## config.mk

```make
export PLATFORM = sky130hd
export DESIGN_NAME = voice_allocator
export DESIGN_NICKNAME = d
export VERILOG_FILES = /design/src/rtl/voice_allocator.sv
export SDC_FILE = /design/constraint.sdc
export NUM_CORES = 1
export LEC_CHECK = 0
export CAP_MARGIN = 20
export CORE_MARGIN = 5
export CORE_UTILIZATION = 50
export DETAILED_ROUTE_END_ITERATION = 6
export MAX_ROUTING_LAYER = met4
export PLACE_DENSITY = 0.68
export SYNTH_ARGS = -nofsm -noshare
export SYNTH_HDL_FRONTEND = slang
export SYNTH_SLANG_ARGS = --single-unit
```

## constraint.sdc

```tcl
create_clock -name clk -period 8.5 [get_ports clk]
set_input_delay 1.7 -clock clk [delete_from_list [all_inputs] [get_ports clk]]
set_output_delay 1.7 -clock clk [all_outputs]
set_load 0.01 [all_outputs]
```

## src/rtl/voice_allocator.sv

```systemverilog
// Polyphonic MIDI voice allocator: scans the voice bank once per event,
// then retriggers, fills a free voice, or steals the oldest releasing or active voice.
module voice_allocator #(
    parameter int NUM_VOICES     = 4,
    parameter int RELEASE_CYCLES = 48000,
    parameter int AGE_BITS       = 8
) (
    input  logic                    clk,
    input  logic                    rst,
    input  logic                    note_valid,
    output logic                    note_ready,
    input  logic                    note_on,
    input  logic [6:0]              note_number,
    input  logic                    all_notes_off,
    output logic [NUM_VOICES-1:0]   voice_gate,
    output logic [8*NUM_VOICES-1:0] voice_note,
    output logic                    busy
);
    localparam int IDX_W = (NUM_VOICES > 1) ? $clog2(NUM_VOICES) : 1;
    localparam int CNT_W = $clog2(RELEASE_CYCLES + 1);
    localparam logic [AGE_BITS-1:0] AGE_MAX  = '1;
    localparam logic [CNT_W-1:0]    REL_INIT = CNT_W'(RELEASE_CYCLES);
    localparam logic [IDX_W-1:0]    LAST_IDX = IDX_W'(NUM_VOICES - 1);

    typedef enum logic [1:0] {S_IDLE, S_SCAN, S_COMMIT, S_GATE} fsm_e;
    typedef enum logic [1:0] {V_FREE, V_ACTIVE, V_RELEASE} voice_e;

    fsm_e                state_q, state_d;
    logic [IDX_W-1:0]    scan_idx_q, scan_idx_d;
    logic [IDX_W-1:0]    tgt_idx_q, tgt_idx_d;
    logic                ev_on_q, ev_on_d;
    logic [6:0]          ev_note_q, ev_note_d;

    logic                match_found_q, match_found_d;
    logic [IDX_W-1:0]    match_idx_q, match_idx_d;
    logic                free_found_q, free_found_d;
    logic [IDX_W-1:0]    free_idx_q, free_idx_d;
    logic                rel_found_q, rel_found_d;
    logic [IDX_W-1:0]    rel_idx_q, rel_idx_d;
    logic [AGE_BITS-1:0] rel_age_q, rel_age_d;
    logic                act_found_q, act_found_d;
    logic [IDX_W-1:0]    act_idx_q, act_idx_d;
    logic [AGE_BITS-1:0] act_age_q, act_age_d;

    voice_e              vstate_q [NUM_VOICES];
    voice_e              vstate_d [NUM_VOICES];
    logic [6:0]          vnote_q  [NUM_VOICES];
    logic [6:0]          vnote_d  [NUM_VOICES];
    logic [AGE_BITS-1:0] age_q    [NUM_VOICES];
    logic [AGE_BITS-1:0] age_d    [NUM_VOICES];
    logic [CNT_W-1:0]    cnt_q    [NUM_VOICES];
    logic [CNT_W-1:0]    cnt_d    [NUM_VOICES];
    logic [NUM_VOICES-1:0] gate_q, gate_d;

    voice_e              cur_state;
    logic [6:0]          cur_note;
    logic [AGE_BITS-1:0] cur_age;
    logic [IDX_W-1:0]    commit_idx;

    assign cur_state = vstate_q[scan_idx_q];
    assign cur_note  = vnote_q[scan_idx_q];
    assign cur_age   = age_q[scan_idx_q];

    // Note-on priority: retrigger, then free voice, then oldest releasing, then oldest active.
    always_comb begin
        if (match_found_q)     commit_idx = match_idx_q;
        else if (free_found_q) commit_idx = free_idx_q;
        else if (rel_found_q)  commit_idx = rel_idx_q;
        else                   commit_idx = act_idx_q;
    end

    assign note_ready = (state_q == S_IDLE) && !all_notes_off && !rst;
    assign busy       = (state_q != S_IDLE);
    assign voice_gate = gate_q;

    always_comb begin
        for (int i = 0; i < NUM_VOICES; i++) begin
            voice_note[8*i +: 8] = {1'b0, vnote_q[i]};
        end
    end

    // NOTE: every _d gets its hold value first so no path through this block infers a latch.
    always_comb begin
        state_d       = state_q;
        scan_idx_d    = scan_idx_q;
        tgt_idx_d     = tgt_idx_q;
        ev_on_d       = ev_on_q;
        ev_note_d     = ev_note_q;
        match_found_d = match_found_q;
        match_idx_d   = match_idx_q;
        free_found_d  = free_found_q;
        free_idx_d    = free_idx_q;
        rel_found_d   = rel_found_q;
        rel_idx_d     = rel_idx_q;
        rel_age_d     = rel_age_q;
        act_found_d   = act_found_q;
        act_idx_d     = act_idx_q;
        act_age_d     = act_age_q;
        vstate_d      = vstate_q;
        vnote_d       = vnote_q;
        age_d         = age_q;
        cnt_d         = cnt_q;
        gate_d        = gate_q;

        for (int i = 0; i < NUM_VOICES; i++) begin
            if (vstate_q[i] != V_FREE && age_q[i] != AGE_MAX) begin
                age_d[i] = age_q[i] + 1'b1;
            end
            if (vstate_q[i] == V_RELEASE) begin
                if (cnt_q[i] != '0) cnt_d[i] = cnt_q[i] - 1'b1;
                if (cnt_q[i] <= CNT_W'(1)) vstate_d[i] = V_FREE;
            end
        end

        case (state_q)
            S_IDLE: begin
                if (all_notes_off) begin
                    for (int i = 0; i < NUM_VOICES; i++) begin
                        if (vstate_q[i] == V_ACTIVE) begin
                            vstate_d[i] = V_RELEASE;
                            gate_d[i]   = 1'b0;
                            cnt_d[i]    = REL_INIT;
                        end
                    end
                end else if (note_valid) begin
                    ev_on_d       = note_on;
                    ev_note_d     = note_number;
                    scan_idx_d    = '0;
                    match_found_d = 1'b0;
                    free_found_d  = 1'b0;
                    rel_found_d   = 1'b0;
                    act_found_d   = 1'b0;
                    state_d       = S_SCAN;
                end
            end

            S_SCAN: begin
                if (!match_found_q && cur_note == ev_note_q &&
                    (cur_state == V_ACTIVE || (ev_on_q && cur_state == V_RELEASE))) begin
                    match_found_d = 1'b1;
                    match_idx_d   = scan_idx_q;
                end
                if (!free_found_q && cur_state == V_FREE) begin
                    free_found_d = 1'b1;
                    free_idx_d   = scan_idx_q;
                end
                // Strictly-greater compare keeps the lowest index on age ties.
                if (cur_state == V_RELEASE && (!rel_found_q || cur_age > rel_age_q)) begin
                    rel_found_d = 1'b1;
                    rel_idx_d   = scan_idx_q;
                    rel_age_d   = cur_age;
                end
                if (cur_state == V_ACTIVE && (!act_found_q || cur_age > act_age_q)) begin
                    act_found_d = 1'b1;
                    act_idx_d   = scan_idx_q;
                    act_age_d   = cur_age;
                end
                if (scan_idx_q == LAST_IDX) state_d = S_COMMIT;
                else                        scan_idx_d = scan_idx_q + 1'b1;
            end

            S_COMMIT: begin
                if (ev_on_q) begin
                    // Gate is held low for one cycle so the envelope sees a fresh rising edge.
                    vstate_d[commit_idx] = V_ACTIVE;
                    vnote_d[commit_idx]  = ev_note_q;
                    gate_d[commit_idx]   = 1'b0;
                    age_d[commit_idx]    = '0;
                    cnt_d[commit_idx]    = '0;
                    tgt_idx_d            = commit_idx;
                    state_d              = S_GATE;
                end else begin
                    if (match_found_q) begin
                        vstate_d[match_idx_q] = V_RELEASE;
                        gate_d[match_idx_q]   = 1'b0;
                        cnt_d[match_idx_q]    = REL_INIT;
                    end
                    state_d = S_IDLE;
                end
            end

            S_GATE: begin
                gate_d[tgt_idx_q] = 1'b1;
                state_d           = S_IDLE;
            end

            default: state_d = S_IDLE;
        endcase
    end

    // NOTE: sequential state uses <= only, so every flop samples pre-edge values.
    always_ff @(posedge clk) begin
        if (rst) begin
            state_q       <= S_IDLE;
            scan_idx_q    <= '0;
            tgt_idx_q     <= '0;
            ev_on_q       <= 1'b0;
            ev_note_q     <= '0;
            match_found_q <= 1'b0;
            match_idx_q   <= '0;
            free_found_q  <= 1'b0;
            free_idx_q    <= '0;
            rel_found_q   <= 1'b0;
            rel_idx_q     <= '0;
            rel_age_q     <= '0;
            act_found_q   <= 1'b0;
            act_idx_q     <= '0;
            act_age_q     <= '0;
            gate_q        <= '0;
            // NOTE: the per-voice arrays are small register files driving outputs, so each entry is reset.
            for (int i = 0; i < NUM_VOICES; i++) begin
                vstate_q[i] <= V_FREE;
                vnote_q[i]  <= '0;
                age_q[i]    <= AGE_MAX;
                cnt_q[i]    <= '0;
            end
        end else begin
            state_q       <= state_d;
            scan_idx_q    <= scan_idx_d;
            tgt_idx_q     <= tgt_idx_d;
            ev_on_q       <= ev_on_d;
            ev_note_q     <= ev_note_d;
            match_found_q <= match_found_d;
            match_idx_q   <= match_idx_d;
            free_found_q  <= free_found_d;
            free_idx_q    <= free_idx_d;
            rel_found_q   <= rel_found_d;
            rel_idx_q     <= rel_idx_d;
            rel_age_q     <= rel_age_d;
            act_found_q   <= act_found_d;
            act_idx_q     <= act_idx_d;
            act_age_q     <= act_age_d;
            gate_q        <= gate_d;
            vstate_q      <= vstate_d;
            vnote_q       <= vnote_d;
            age_q         <= age_d;
            cnt_q         <= cnt_d;
        end
    end

endmodule

```

==> results of run 1 <==
-- report_power, final --
group / internal (W) / switching [W]
registers: 0.000836 / 0.00000803
clock network: 0.000390 / 0.000369
logic: 0.0000185 / 0.0000370
-- cell usage after synthesis (4+ instances only) --
master	number	area [sq um]
sky130_fd_sc_hd__o211ai_1	6	45.0
sky130_fd_sc_hd__o31ai_1	4	30.0
sky130_fd_sc_hd__o21a_1	5	37.5
sky130_fd_sc_hd__a211oi_1	9	67.6
sky130_fd_sc_hd__nand2b_1	12	75.1
sky130_fd_sc_hd__buf_2	9	45.0
sky130_fd_sc_hd__and4_1	4	35.0
sky130_fd_sc_hd__ha_1	31	388
sky130_fd_sc_hd__nor2_1	125	469
sky130_fd_sc_hd__nand2_1	113	424
sky130_fd_sc_hd__o311ai_0	12	105
sky130_fd_sc_hd__buf_4	6	45.0
sky130_fd_sc_hd__inv_1	35	131
sky130_fd_sc_hd__o21ai_0	31	155
sky130_fd_sc_hd__xnor2_1	43	377
sky130_fd_sc_hd__a31oi_1	17	106
sky130_fd_sc_hd__or3_1	9	56.3
sky130_fd_sc_hd__a21o_1	12	90.1
sky130_fd_sc_hd__mux2i_1	45	450
sky130_fd_sc_hd__nor3_1	29	145
sky130_fd_sc_hd__nand3b_1	11	82.6
sky130_fd_sc_hd__and3_1	9	56.3
sky130_fd_sc_hd__and2_1	5	31.3
sky130_fd_sc_hd__o21bai_1	4	30.0
sky130_fd_sc_hd__nand3_1	28	140
sky130_fd_sc_hd__mux4_2	15	338
sky130_fd_sc_hd__nor4_1	13	81.3
sky130_fd_sc_hd__nand4_1	18	113
sky130_fd_sc_hd__dfxtp_1	178	3560
sky130_fd_sc_hd__a21oi_1	59	295
sky130_fd_sc_hd__clkbuf_1	39	146
sky130_fd_sc_hd__or4_1	16	120
sky130_fd_sc_hd__o21ai_1	5	25.0
sky130_fd_sc_hd__o22ai_1	7	43.8
sky130_fd_sc_hd__xor2_1	42	368
sky130_fd_sc_hd__nor2b_1	14	87.6
-- logic make-up after synthesis --
logic type | Yosys count
compound gates | 192
xor+xnor | 85
fa+ha+maj | 31
buf+inv | 93
flops | 178
mux | 62
other cells | 1
simple gates | 426
-- state kept, by name, indices dropped and copies added, names as in the netlist, 4 cells and up --
register,count
cnt_q,64
rel_age_q,8
voice_note,28
act_age_q,8
age_q,32
ev_note_q,7
voice_gate,4
vstate_q,8
-- per-layer routing --
metal | wire [microns] | global-route usage [%] | vias to the layer above
li1 | - | - | 3815
met1 | 10800 | 29.8 | 3622
met2 | 9420 | 30.8 | 154
met3 | 1090 | 4.87 | 18
met4 | 221 | 4.70 | 0
met5 | 0 | - | -
-- critical path, delay by kind of cell --
kind | cells | cell delay, ps
buffers and inverters | 2 | 1160
AND/OR/NAND/NOR | 1 | 300
-- final timing paths --
path                         to  cells past startpoint  slack, ps     startpoint
hold reg to reg   voice_gate[3]                      2        480  voice_gate[3]
setup reg to reg   act_idx_q[0]                     10       4710  scan_idx_q[0]
hold / removal    voice_gate[3]                      2        480  voice_gate[3]
setup / recovery     note_ready                      3       3630  all_notes_off
-- final cells by class --
class                      instances  area [sq um]
sequential                       178          3560
inverter                          35           131
timing repair buffer              51           493
fill                            1598          7720
tap                              229           287
multi-input combinational        800          5320
clock inverter                    14           143
clock buffer                      18           429
-- stage by stage --
stage / instances / util [%] / power (W) / hold slack, ps / worst slack (ps)
after floorplan: 1071 / - / 0.000901 / 450 / 4400
after global placement: 1293 / 54.2 / 0.000919 / 457 / 3620
after detailed placement: 1293 / 54.2 / 0.000919 / 469 / 3670
after CTS: 1325 / 57.3 / 0.00168 / 479 / 3650
after global routing: 1325 / 57.3 / 0.00171 / 491 / 3600
final: 1325 / 57.3 / 0.00166 / 479 / 3630
==> metrics.md, run 1 <==
| Metric | Value |
|---|---|
| Result of the run | `completed` |
| Pin count of the biggest net entering global routing | `81` |
| Crit-path slowest cell | `sky130_fd_sc_hd__clkdlybuf4s50_1` |
| Critical Path Max Stage Delay | `630 ps` |
| Synthesized area divided by synthesized cell count | `8.68 sq um` |
| Overflow after GRT | `0` |
| Via count of the routed design | `7,609` |
| Synthesized area | `9280 sq um` |
| DRC marker count from the first detailed-route iteration | `509` |
| Standard cell area after detailed placement | `9790 sq um` |
| Leading cell type in the layout, fill and taps excluded | `sky130_fd_sc_hd__dfxtp_1` |
| # clock sinks | `178` |
| Reg clk slew, reported paths | `70 ps` |
| Arr. time, crit path | `3170 ps` |
| Clock latency on the worst-skew pair | `440 ps` |
| Data required, critical path | `6800 ps` |
| Path type of the worst min-delay path | `reg2reg` |
| Critical path peak fanout | `7` |
| Average wire per cell in the routed design | `16.2 microns` |
| Final Critical Period | `4870 ps` |
| Parity-gate share of the synthesized area counting xor and xnor cells | `8.03%` |
| Final WL | `21,500 microns` |
| PostCTS Resize Cnt | `0` |
| Cells after synthesis | `1,068` |
| Antenna violations before repair | `0` |
| Share of final-layout standard cells stronger than drive strength 1 | `6.66%` |
| Number of synthesized flops with an enable pin | `0` |
| Hold Buf Count CTS | `0` |
| Unrepaired setup endpoints after global routing | `false` |
| Final count of pins violating max slew | `0` |
| Post-synthesis register bit count | `178` |
| Area grow syn2layout | `11.8%` |
| Commonest cells after routing, fill and taps aside | `178 x sky130_fd_sc_hd__dfxtp_1, 125 x sky130_fd_sc_hd__nor2_1, 113 x sky130_fd_sc_hd__nand2_1, 59 x sky130_fd_sc_hd__a21oi_1, 45 x sky130_fd_sc_hd__mux2i_1` |
| Drt pass-1 iters | `5` |
| Final number of hold-violating endpoints | `0` |
| Vias in the first global route | `7,186` |
| Number of setup violations in the final report | `0` |
| Final critical-path share of the clock period | `57.3%` |
| Kind of capture point of the worst setup path | `output port` |
| Number of warnings issued by yosys | `0` |
| Peak supply drop | `0.000144 V` |
| Power per Cell Area | `160 nW/um^2` |
| Maximum clock frequency | `205 MHz` |
| Post-route standard cell area excluding fillers | `10,400 sq um` |
| Horizontal die dimension | `146 microns` |
| Num ports | `50` |
| CTS buffer count | `17` |
| Leakage component of the power | `3.83 nW` |
| Critical path startpoint category | `input port` |
| Average vias per placed instance | `5.74` |
| Count of different cell masters after synthesis | `68` |
| Setup Crit Path Kind | `in2out` |
| Max-Cap Viols | `0` |
| Slew at the pin closest to its max-slew limit | `1110 ps` |
| Cell seen most often among critical-path stages | `sky130_fd_sc_hd__clkdlybuf4s50_1` |
| Wire length of the first global-routing pass | `36,500 microns` |
| Net count of the finished layout | `1,126` |
| Async S/R FF share, synth | `0%` |
| Antenna violation net count after detailed routing | `0` |
| Chain of cells forming the critical path | `clkdlybuf4s50_1 > nor3_1 > clkdlybuf4s50_1` |
| Aggregate global-route resource usage | `21.1%` |
| Setup Skew | `18.3 ps` |
| CTS H-tree lvls | `4` |
| DP Wirelength | `14,800 microns` |
| Slew margin rel. | `26.2%` |
| Synth Area in Simple Gates | `22.8%` |
| Placer's final routability congestion estimate | `0.884` |
| Die area | `21,400 sq um` |
| Vertical extent of the die | `146 microns` |
| Portion of the post-synthesis area used by sequential elements | `38.4%` |
| Fraction of the mapped netlist area in compound gates | `13.4%` |
| Max Root-Sink Buffers | `2` |
| CTS Root Buffer Type | `sky130_fd_sc_hd__clkbuf_16` |
| Effective utilization at floorplan | `51.3%` |
| CTS tree | `done` |
| Largest family of logic cells by synthesized area | `simple AND/OR/NAND/NOR gates` |
| Top FF cell, synth | `sky130_fd_sc_hd__dfxtp_1` |
| Core Area | `18,100 sq um` |
| Area share of fa/ha/maj cells after synthesis | `4.18%` |
| Number of inserted diodes | `0` |
| Input/output buffers | `45` |
| Post-CTS setup buffer count | `0` |
| Drc violations | `0` |
| Sum of negative setup slack | `0 ps` |
| Number of core rows | `49` |
| Mux cell area share after synthesis | `8.74%` |
Note: power is estimated with default switching activity, not from simulation.
==> run 2, diff against run 1 <==
clock period = 4.7 ns   (was 8.5 ns; I/O delays follow)
==> metrics.md, run 2 (synthesis gave the netlist of run 1 again) <==
| Metric | Value |
|---|---|
| Register with the most flip-flops | `cnt_q` |
| Number of inserted diodes | `0` |
| Vertical extent of the die | `146 microns` |
| Setup Crit Path Kind | `reg2reg` |
| Data required, critical path | `5010 ps` |
| Via count of the routed design | `7,625` |
| Aggregate global-route resource usage | `21.2%` |
| Switching power | `0.000787 W` |
| Final critical-path share of the clock period | `80.3%` |
| CP Capture Point | `rel_idx_q[0]` |
| Effective utilization at floorplan | `51.3%` |
| DP Worst Slack | `1010 ps` |
| Worst hold path cell count | `2` |
| CTS Root Buffer Type | `sky130_fd_sc_hd__clkbuf_16` |
| Origin of the critical flop-to-flop path | `scan_idx_q[0]` |
| Setup Skew | `12.9 ps` |
| Power per Cell Area | `298 nW/um^2` |
| Drt pass-1 iters | `5` |
| Antenna violations before repair | `0` |
| Path type of the worst min-delay path | `reg2reg` |
| Critical path startpoint category | `register` |
| DP Wirelength | `14,900 microns` |
| Result of the run | `completed` |
| Switch share | `25.3%` |
| Wire length of the first global-routing pass | `36,800 microns` |
| Commonest cells after routing, fill and taps aside | `178 x sky130_fd_sc_hd__dfxtp_1, 125 x sky130_fd_sc_hd__nor2_1, 113 x sky130_fd_sc_hd__nand2_1, 59 x sky130_fd_sc_hd__a21oi_1, 45 x sky130_fd_sc_hd__mux2i_1` |
| Area grow syn2layout | `12.5%` |
| Peak supply drop | `0.000274 V` |
| Leading cell type in the layout, fill and taps excluded | `sky130_fd_sc_hd__dfxtp_1` |
| Crit path buf inv count | `0` |
| Internal power | `0.00232 W` |
| Leakage component of the power | `3.85 nW` |
| R2r endpoint | `rel_idx_q[0]` |
| Drc violations | `0` |
| CP Depth | `8` |
| PostCTS Resize Cnt | `0` |
| Depth of the worst register-to-register path | `8` |
| Antenna violation net count after detailed routing | `0` |
| CTS tree | `done` |
| Part of the power in combinational logic | `3.3%` |
| Crit-path slowest cell | `sky130_fd_sc_hd__a211oi_1` |
| Final WL | `21,800 microns` |
| Share of final-layout standard cells stronger than drive strength 1 | `6.66%` |
| Final hold slack | `477 ps` |
| Critical path peak fanout | `11` |
| Unrepaired setup endpoints after global routing | `false` |
| Launching element of the worst setup path | `scan_idx_q[0]` |
| Final count of pins violating max slew | `0` |
| Max-Cap Viols | `0` |
| Slew at the pin closest to its max-slew limit | `1050 ps` |
| Placer's final routability congestion estimate | `0.886` |
| Slew margin rel. | `29.4%` |
| Final setup slack of the worst path | `928 ps` |
| Vias in the first global route | `7,422` |
| CTS H-tree lvls | `4` |
| Max Root-Sink Buffers | `2` |
| Input/output buffers | `45` |
| Overflow after GRT | `0` |
| Pin count of the biggest net entering global routing | `70` |
| Die area | `21,400 sq um` |
| CTS buffer count | `17` |
| Final number of hold-violating endpoints | `0` |
| Cell family with most CP delay | `compound AO/OA/AOI/OAI gates` |
| Reg clk slew, reported paths | `80 ps` |
| Average vias per placed instance | `5.75` |
| Post-route standard cell area excluding fillers | `10,400 sq um` |
| Critical Path Max Stage Delay | `880 ps` |
| Sum of negative setup slack | `0 ps` |
| Number of setup violations in the final report | `0` |
| Num ports | `50` |
| Clock group share of total power | `47.6%` |
| Net count of the finished layout | `1,126` |
| # clock sinks | `178` |
| Number of core rows | `49` |
| DRC marker count from the first detailed-route iteration | `501` |
| Flip-flop count of the largest register after layout | `64` |
| Maximum clock frequency | `265 MHz` |
| Sequential power share | `49.1%` |
| Core Area | `18,100 sq um` |
| Final Critical Period | `3770 ps` |
| Hold Buf Count CTS | `0` |
| Horizontal die dimension | `146 microns` |
| Kind of capture point of the worst setup path | `register` |
| Average wire per cell in the routed design | `16.5 microns` |
| Setup slack on the worst flop-to-flop path | `930 ps` |
| Clock latency on the worst-skew pair | `440 ps` |
| Standard cell area after detailed placement | `9810 sq um` |
| Total power | `0.00310 W` |
| Arr. time, crit path | `4080 ps` |
| Chain of cells forming the critical path | `mux4_2 > ha_1 > nor2b_1 > o21a_1 > o21ai_0 > a211oi_1 > nor2_1 > o311ai_0` |
| Post-CTS setup buffer count | `0` |
==> run 2: power by group through the flow <==
stage          clock network, W   logic, W  registers [W]
2_1_floorplan                 0  0.0000754        0.00155
3_3_place_gp                  0   0.000101        0.00156
3_5_place_dp                  0   0.000101        0.00156
4_1_cts                 0.00150   0.000101        0.00153
5_1_grt                 0.00157   0.000110        0.00153
6_report                0.00148   0.000101        0.00153
==> run 2: how the worst min path moves through the flow <==
stage / startpoint / to / slack [ps]
finish: voice_note[22] / voice_note[22] / 480
CTS: voice_note[22] / voice_note[22] / 480
global placement: voice_note[17] / voice_note[17] / 460
global route: voice_gate[2] / voice_gate[2] / 500
floorplan: act_found_q / act_found_q / 450
detailed placement: voice_note[22] / voice_note[22] / 460
==> run 2: worst reg2reg max path, stage by stage (launching register included) <==
cell and delay [ps]:
sky130_fd_sc_hd__dfxtp_1 650, sky130_fd_sc_hd__mux4_2 640, sky130_fd_sc_hd__ha_1 330, sky130_fd_sc_hd__nor2b_1 130, sky130_fd_sc_hd__o21a_1 110, sky130_fd_sc_hd__o21ai_0 60
sky130_fd_sc_hd__a211oi_1 880, sky130_fd_sc_hd__nor2_1 390, sky130_fd_sc_hd__o311ai_0 470
==> run 2: area by class of cell <==
cell class                      count  area, sq um
Clock inverter                     14          188
Clock buffer                       18          429
Tap cell                          229          287
Timing Repair Buffer               51          513
Fill cell                        1618         7650
Inverter                           35          131
Multi-Input combinational cell    800         5320
Sequential cell                   178         3560
==> run 2: stage by stage <==
step / utilization, % / cells
global route: 57.7 / 1325
floorplan: - / 1071
global placement: 54.1 / 1292
CTS: 57.7 / 1325
detailed placement: 54.3 / 1293
finish: 57.7 / 1325
==> run 2: metal layers <==
layer	wire [microns]	GRT usage [%]	part of all wire [%]
met1	10600	28.6	49
met2	9750	32.1	45
met3	1100	5.14	5.0
met4	352	5.55	1.6
met5	0	-	0
